## src/rtl/pic_pkg.sv

```systemverilog
// Shared widths, constants and fetch-sequencer state encodings for the PIC core.
package pic_pkg;

  localparam int PC_W    = 9;
  localparam int INSTR_W = 12;

  localparam logic [INSTR_W-1:0] NOP_INSTR     = 12'h000;
  localparam logic [PC_W-1:0]    RESET_VEC_DEF = 9'h000;

  // Fetch sequencer states: one fill cycle after reset, then steady state.
  typedef enum logic {
    ST_RESET_FILL = 1'b0,
    ST_RUN        = 1'b1
  } fetch_st_t;

  // Sequential program counter step; 9-bit arithmetic wraps 511 -> 0.
  function automatic logic [PC_W-1:0] pc_inc(input logic [PC_W-1:0] pc);
    return pc + PC_W'(1);
  endfunction

endpackage

```

## src/rtl/pic_ret_stack.sv

```systemverilog
// Hardware return stack: circular buffer with a saturating occupancy count.
// Pushing when full overwrites the oldest entry. Popping when empty returns
// the stale entry under the pointer and leaves pointer and count unchanged.
// ovf/unf are single-cycle event strobes; the caller keeps them sticky.
module pic_ret_stack
  import pic_pkg::*;
#(
  parameter int DEPTH = 2
) (
  input  logic            clk,
  input  logic            rst_n,
  input  logic            push,
  input  logic            pop,
  input  logic [PC_W-1:0] din,
  output logic [PC_W-1:0] dout,
  output logic            ovf,
  output logic            unf
);

  localparam int PTR_W = $clog2(DEPTH);
  localparam int CNT_W = $clog2(DEPTH + 1);

  logic [PC_W-1:0]  mem [DEPTH];
  logic [PTR_W-1:0] ptr_reg;
  logic [PTR_W-1:0] ptr_dec;
  logic [CNT_W-1:0] count_reg;
  logic             full;
  logic             empty;

  assign full    = (count_reg == CNT_W'(DEPTH));
  assign empty   = (count_reg == '0);
  assign ptr_dec = ptr_reg - PTR_W'(1);
  assign ovf     = push & full;
  assign unf     = pop & empty;

  // Top of stack sits just below the pointer; an empty stack exposes the slot at the pointer.
  assign dout = empty ? mem[ptr_reg] : mem[ptr_dec];

  // Entry storage is never reset; only pointer and count are.
  genvar gi;
  generate
    for (gi = 0; gi < DEPTH; gi++) begin : g_entry
      // Write the slot addressed by the pointer on a push.
      always_ff @(posedge clk) begin
        if (push && (ptr_reg == PTR_W'(gi))) begin
          mem[gi] <= din;
        end
      end
    end
  endgenerate

  // Pointer advances on every push; count saturates at DEPTH and floors at 0.
  always_ff @(posedge clk or negedge rst_n) begin
    if (!rst_n) begin
      ptr_reg   <= '0;
      count_reg <= '0;
    end else if (push) begin
      ptr_reg <= ptr_reg + PTR_W'(1);
      if (!full) begin
        count_reg <= count_reg + CNT_W'(1);
      end
    end else if (pop && !empty) begin
      ptr_reg   <= ptr_dec;
      count_reg <= count_reg - CNT_W'(1);
    end
  end

endmodule

```

## src/rtl/pic_fetch_ctrl.sv

```systemverilog
// Instruction-fetch sequencer: program counter, instruction register,
// redirect priority mux with one-bubble flush, and return-stack flags.
module pic_fetch_ctrl
  import pic_pkg::*;
#(
  parameter logic [PC_W-1:0] RESET_VEC   = RESET_VEC_DEF,
  parameter int              STACK_DEPTH = 2
) (
  input  logic               clk,
  input  logic               rst_n,
  output logic [PC_W-1:0]    rom_addr,
  input  logic [INSTR_W-1:0] rom_data,
  input  logic               stall,
  input  logic               jump,
  input  logic               call,
  input  logic               ret,
  input  logic               skip,
  input  logic [PC_W-1:0]    target,
  output logic [INSTR_W-1:0] instr,
  output logic               instr_valid,
  output logic [PC_W-1:0]    instr_pc,
  output logic               stk_ovf,
  output logic               stk_unf,
  output logic               redir_err
);

  fetch_st_t          st_reg;
  logic [PC_W-1:0]    pc_reg;
  logic [PC_W-1:0]    pc_next;
  logic [INSTR_W-1:0] instr_reg;
  logic               valid_reg;
  logic [PC_W-1:0]    instr_pc_reg;
  logic               ovf_reg;
  logic               unf_reg;
  logic               redir_err_reg;

  logic               sample;
  logic               ret_sel;
  logic               call_sel;
  logic               jump_sel;
  logic               skip_sel;
  logic               redir_any;
  logic               multi_redir;
  logic [PC_W-1:0]    stk_dout;
  logic               stk_ovf_evt;
  logic               stk_unf_evt;

  // Redirects only count while a real instruction is executing and not stalled.
  assign sample      = ~stall & valid_reg & (st_reg == ST_RUN);
  assign ret_sel     = sample & ret;
  assign call_sel    = sample & call & ~ret;
  assign jump_sel    = sample & jump & ~ret & ~call;
  assign skip_sel    = sample & skip & ~ret & ~call & ~jump;
  assign redir_any   = ret_sel | call_sel | jump_sel | skip_sel;
  assign multi_redir = sample & ($countones({ret, call, jump, skip}) > 1);

  // Next PC: popped return address, branch target, or sequential (skip also just steps).
  always_comb begin
    pc_next = pc_inc(pc_reg);
    if (ret_sel) begin
      pc_next = stk_dout;
    end else if (call_sel || jump_sel) begin
      pc_next = target;
    end
  end

  pic_ret_stack #(
    .DEPTH (STACK_DEPTH)
  ) u_stack (
    .clk   (clk),
    .rst_n (rst_n),
    .push  (call_sel),
    .pop   (ret_sel),
    .din   (pc_reg),
    .dout  (stk_dout),
    .ovf   (stk_ovf_evt),
    .unf   (stk_unf_evt)
  );

  // Fetch FSM: fill the instruction register once after reset, then fetch or flush each cycle.
  always_ff @(posedge clk or negedge rst_n) begin
    if (!rst_n) begin
      st_reg        <= ST_RESET_FILL;
      pc_reg        <= RESET_VEC;
      instr_reg     <= NOP_INSTR;
      valid_reg     <= 1'b0;
      instr_pc_reg  <= RESET_VEC;
      redir_err_reg <= 1'b0;
    end else begin
      redir_err_reg <= multi_redir;
      if (!stall) begin
        case (st_reg)
          ST_RESET_FILL: begin
            instr_reg    <= rom_data;
            instr_pc_reg <= pc_reg;
            valid_reg    <= 1'b1;
            pc_reg       <= pc_inc(pc_reg);
            st_reg       <= ST_RUN;
          end
          ST_RUN: begin
            instr_pc_reg <= pc_reg;
            pc_reg       <= pc_next;
            if (redir_any) begin
              instr_reg <= NOP_INSTR;
              valid_reg <= 1'b0;
            end else begin
              instr_reg <= rom_data;
              valid_reg <= 1'b1;
            end
          end
          default: st_reg <= ST_RESET_FILL;
        endcase
      end
    end
  end

  // Stack error flags stay set until reset.
  always_ff @(posedge clk or negedge rst_n) begin
    if (!rst_n) begin
      ovf_reg <= 1'b0;
      unf_reg <= 1'b0;
    end else begin
      if (stk_ovf_evt) ovf_reg <= 1'b1;
      if (stk_unf_evt) unf_reg <= 1'b1;
    end
  end

  assign rom_addr    = pc_reg;
  assign instr       = instr_reg;
  assign instr_valid = valid_reg;
  assign instr_pc    = instr_pc_reg;
  assign stk_ovf     = ovf_reg;
  assign stk_unf     = unf_reg;
  assign redir_err   = redir_err_reg;

endmodule

```

## config.mk

```make
export PLATFORM = sky130hd
export DESIGN_NAME = pic_fetch_ctrl
export DESIGN_NICKNAME = d
export VERILOG_FILES = /design/src/rtl/pic_pkg.sv /design/src/rtl/pic_ret_stack.sv /design/src/rtl/pic_fetch_ctrl.sv
export SDC_FILE = /design/constraint.sdc
export NUM_CORES = 1
export LEC_CHECK = 0
export CAP_MARGIN = 15
export CELL_PAD_IN_SITES_DETAIL_PLACEMENT = 1
export CELL_PAD_IN_SITES_GLOBAL_PLACEMENT = 1
export CORE_UTILIZATION = 40
export CTS_BUF_LIST = sky130_fd_sc_hd__clkbuf_16
export CTS_CLUSTER_SIZE = 25
export DETAILED_ROUTE_END_ITERATION = 8
export GPL_ROUTABILITY_DRIVEN = 0
export GPL_TIMING_DRIVEN = 0
export MAX_ROUTING_LAYER = met4
export PLACE_DENSITY = 0.86
export SLEW_MARGIN = 10
export SYNTH_ARGS = -nofsm -noshare
export SYNTH_HDL_FRONTEND = slang
export SYNTH_SLANG_ARGS = --single-unit
```

## constraint.sdc

```tcl
create_clock -name clk -period 3.6 [get_ports clk]
set_input_delay 0.72 -clock clk [delete_from_list [all_inputs] [get_ports clk]]
set_output_delay 0.72 -clock clk [all_outputs]
set_load 0.03 [all_outputs]
```

# [Word-level counts from Yosys, hierarchy flattened]
# Memory sizes are Yosys's and may differ from the RTL's.
# Index checks and enable logic that the tools add are counted.
[totals] out_inout_bits=34 word_cells=75 reg_bits=38 memories=1 inputBits=28 mem_bits_rw=18
[op_classes] n_bitwise=24 reduce_logical=9 eq_ne=2 addsub=8 magnitude_cmp=1 muxes=20
[mem_list] name="u_stack.mem" words=2 word_bits=9 rd=2 rd_clocked_by_memory_dff=0 wr=1 line="pic_ret_stack.sv:23" rtl="logic [PC_W-1:0] mem [DEPTH];"
[ops] operator="two-way mux 9 bit" count=4
[ops] operator="one-hot mux 12 bit (2 select lines)" count=1
[ops] operator="one-hot mux 9 bit (2 select lines)" count=1
[ops] operator="bitwise AND 1 bit" count=15
[ops] operator="two-way mux 12 bit" count=1
[ops] operator="adder 9 x 1 -> 9 bit, second input constant" count=1
[ops] operator="two-way mux 1 bit" count=9
[ops] operator="OR reduction 9 bit" count=1
[ops] operator="two-way mux 2 bit" count=3
[ops] operator="NOT 1 bit" count=6
[ops] operator="adder 1 x 1 -> 2 bit" count=2
[ops] operator="adder 2 x 2 -> 3 bit" count=1
[ops] operator="> comparator 3 x 1 -> 1 bit, second input constant" count=1
[ops] operator="logical AND 1 bit" count=3
[ops] operator="OR 1 bit" count=3
[ops] operator="adder 2 x 1 -> 2 bit, second input constant" count=1
[ops] operator="equality test 2 bit, second input constant" count=1
[ops] operator="zero test 2 bit" count=1
[ops] operator="!= test 2 bit, second input constant" count=1
[ops] operator="one-hot mux 1 bit (2 select lines)" count=1
[ops] operator="AND reduction 2 bit" count=1
[ops] operator="nonzero test 2 bit" count=1
[ops] operator="subtractor 2 x 1 -> 2 bit, second input constant" count=1
[ops] operator="adder 1 bit, second input constant" count=1
[ops] operator="3 further kinds" count=3

# [Longest topological paths before layout]
[logic_depth] depth_word=10 mapped_depth=6

# [Hierarchy]
# From an unflattened synthesis, not the netlist that was laid out.
[hier_totals] cells_unflattened=187 hier_area_um2=2479.9
[by_module_without_submodules] mod="pic_fetch_ctrl" n_inst=1 seq_area_each_um2=875.8 cells_per_inst=136 area_per_inst_um2=1624.1
[by_module_without_submodules] mod="pic_ret_stack" n_inst=1 seq_area_each_um2=615.6 cells_per_inst=51 area_per_inst_um2=855.8

# [Least setup slack after synthesis]
# Ideal clock, no wire load.
[synth_timing] path_type="input-to-reg" start="in stall" end="mem u_stack.mem[0][0], enable pin" path_slack_ps=1320 stages=3 t_arrival_ps=1905 setup_time_ps=375 path_buffers=0 cell_sequence="nand3b_1 > nor3b_1 > nor2b_1"
[synth_between] elab_chain_len=10 elab_cells_between_ends=14 cone_classes="6 x mux; 5 x bitwise; 3 x reduce/logical"
[synth_lines] element="start: declaration" line="pic_fetch_ctrl.sv:13" rtl="input logic stall,"
[synth_lines] element="NOT 1 bit (*)" line="pic_fetch_ctrl.sv:49" rtl="assign sample = ~stall & valid_reg & (st_reg == ST_RUN);"
[synth_lines] element="bitwise AND 1 bit (*) (2 in a row)" line="pic_fetch_ctrl.sv:49"
[synth_lines] element="bitwise AND 1 bit (*) (2 in a row)" line="pic_fetch_ctrl.sv:51" rtl="assign call_sel = sample & call & ~ret;"
[synth_lines] element="logical AND 1 bit" line="pic_ret_stack.sv:45" rtl="if (push && (ptr_reg == PTR_W'(gi))) begin"
[synth_lines] element="two-way mux 1 bit" line="pic_ret_stack.sv:45"
[synth_lines] element="two-way mux 1 bit (not written as such)" line="pic_ret_stack.sv:46" rtl="mem[gi] <= din;"
[synth_lines] element="OR reduction 9 bit (no line)"
[synth_lines] element="two-way mux 1 bit (no line)"
[synth_lines] element="end: declaration" line="pic_ret_stack.sv:23"
# Every way passes the cells marked *; elsewhere a longest branch is shown, timed or not.

# [Worst setup path in the final report]
[layout_timing] start="in stall" end="mem u_stack.mem[0][4], enable pin"
# Same word-level chain as after synthesis.

==> run metrics <==
Synth Cell Area 2420 µm²; Setup TNS 0 ns; drt wl/cell 19.4 µm; Ports 62; initial antenna violation count 0; Critical Path RT 3.52 ns; slew at the pin closest to its max-slew limit 0.904 ns; Rows 27; Seq/Total Area, Yosys 61.7%; Post-Syn Nets 241; Initial Utilization 42.6%; DIE AREA 6360 µm²; GRT overflow 0; worst relative slew slack 39.6%; power per cell area 856 nW/µm²; Max VDD drop 0.402 mV; fin crit share 84.5%; nets 310; DRT iter0 DRCs 109; ratio of cells with drive above 1 in the final layout 9.61%; final wirelength 6860 µm; Post-synth ARST share 67.9%; Leakage 1.31 nW; Setup crit start kind input pin; Synth top area share 39.3%; Post-CTS Setup Bufs 0; diode count 0; commonest cells in the netlist nand2_1 (39), dfrtp_1 (38), o21ai_0 (20); reg2reg path depth 3; number of synthesized flops with an enable pin 18; CTS tree yes; Critical Path End Type register; CTS clock-pin slew for the worst setup and hold paths 0.07 ns; Synth warnings 0; FF+latch count, synth 56; post-cts resize count 0; setup-violating endpoint count in the final report 0; Area contributors post-synth dfrtp_1 (39%), edfxtp_1 (22%), nand2_1 (6.1%); Max Slew Vio Count 0; DRT Pass-1 Iters 4; Largest stage delay, worst path 0.80 ns; RSZ-0062 raised after global routing no; mean area per synthesized cell 11.5 µm²; most frequent cell after synthesis nand2_1; Critical Path, Cell by Cell clkdlybuf4s50_1 > nand3b_1 > nor3b_1 > nor2b_1; sequential cell area 1490 µm²; hpwl dp 4620 µm; crit path max fanout 9; worst skew pair latency 0.30 ns; Max Root-Sink Buffers 2; hold_ws 0.355 ns; crit path DAT 2.96 ns; root buf cell clkbuf_16; ys flop type dfrtp_1; status complete, no violations; Max Fclk 329 MHz; Tot GR Track Use 24.7%; Clock Sinks 56; fill count 603; Port Buffers 61; reg2reg start instr_valid; skew final 0.00878 ns; Die Height 79.8 µm; largest net degree at the start of global routing 22; Yosys cell types 46; CTS buffer count 5; worst hold path class in2async; MaxCap Viol Count 0; Multi-input gate area 852 µm²; DR DRC count 0; minimum clock period 3.04 ns; Final ANT Viol Nets 0; worst reg-to-reg setup slack 1.16 ns; Core Area 5680 µm²; Area Overhead vs Synth 37.0%; post-synth top area cell dfrtp_1; reg-to-reg endpoint u_stack.mem[0][4]; first-pass GRT wire length 11000 µm; CP max-delay cell nor2b_1; CP Class in2reg; CTS H-tree depth 2; Synth Instances 211; max FFs per register 18; die extent in x 79.8 µm; Final Hold Fails 0; vias in the first global route 2097; DR vias/cell 5.46; Hold Buf Count CTS 0; Vias 1926
## power breakdown
| part | leakage, nW | internal [mW] | switching (mW) |
|---|---|---|---|
| combinational | 0.602 | 0.519 | 0.703 |
| clock | 0.0840 | 0.331 | 0.237 |
| sequential | 0.624 | 0.857 | 0.189 |
| total | 1.31 | 1.71 | 1.13 |
## layer usage
metal  up-vias  global-route usage (%)  part of all wire, %
li1        887                       -                    -
met1       957                    28.6                   42
met2        63                    42.1                   51
met3        19                    3.77                  4.1
met4         0                    11.8                  3.0
met5         -                       -                    0
## worst max path at each step
stage	end	depth (start not counted)	slack (ns)	from
6_report	u_stack.mem[0][4]	4	0.56	stall
5_1_grt	u_stack.mem[0][4]	4	0.43	stall
4_1_cts	u_stack.mem[0][3]	4	0.55	stall
3_5_place_dp	u_stack.mem[0][1]	4	0.31	stall
3_3_place_gp	u_stack.mem[0][6]	4	0.32	stall
2_1_floorplan	u_stack.mem[0][0]	3	1.32	stall
## final cells by class
| cell class | instances | share of cell area [%] |
|---|---|---|
| buffer | 10 | 1.59 |
| clock buffer | 5 | 3.78 |
| clock inverter | 3 | 1.43 |
| inverter | 6 | 0.680 |
| multi-input combinational | 139 | 25.7 |
| sequential | 56 | 45.0 |
| tap | 72 | 2.72 |
| timing repair buffer | 62 | 19.1 |
## worst max-delay path, delay by kind of cell
| family | cells | cell delay (ns) |
|---|---|---|
| simple gates | 3 | 1.73 |
| buf+inv | 1 | 0.50 |
## placed cells by master (no fill, tap or decap), types with 3 or more instances in the layout
master            n
clkdlybuf4s50_1  60
nand2_1          39
dfrtp_1          38
o21ai_0          20
edfxtp_1         18
nor2_1           13
mux2i_1           8
a21oi_1           7
inv_1             6
mux2_2            6
clkbuf_1          5
clkbuf_16         5
buf_2             4
o211ai_1          3
o22ai_1           3
xnor2_1           3
nand3_1           3
## kinds of logic (layout without fill, tap and decap cells)
group                      count (synthesis)  after routing  synth area share (%)
muxes                                     14             14                  6.10
DFF                                       56             56                  61.7
adders and majority gates                  2              2                  1.35
xor gates and xnor gates                   3              3                  1.09
and+or+nand+nor                           71             71                  13.4
AOI/OAI and AO/OA                         49             49                  13.3
buffers and inverters                     16             86                  3.10
## metrics by stage
stage          std cells  cell area, µm²  setup slack (ns)  total power, mW  util (%)
5_1_grt              353            3310             0.427             2.99      58.4
3_5_place_dp         345            3140             0.309             2.26      55.4
6_report             353            3310             0.556             2.84      58.4
2_1_floorplan        211            2420              1.32             1.75         -
3_3_place_gp         344            3120             0.318             2.20      55.0
4_1_cts              353            3310             0.550             2.85      58.4
Note: power is estimated with default switching activity, not from simulation.
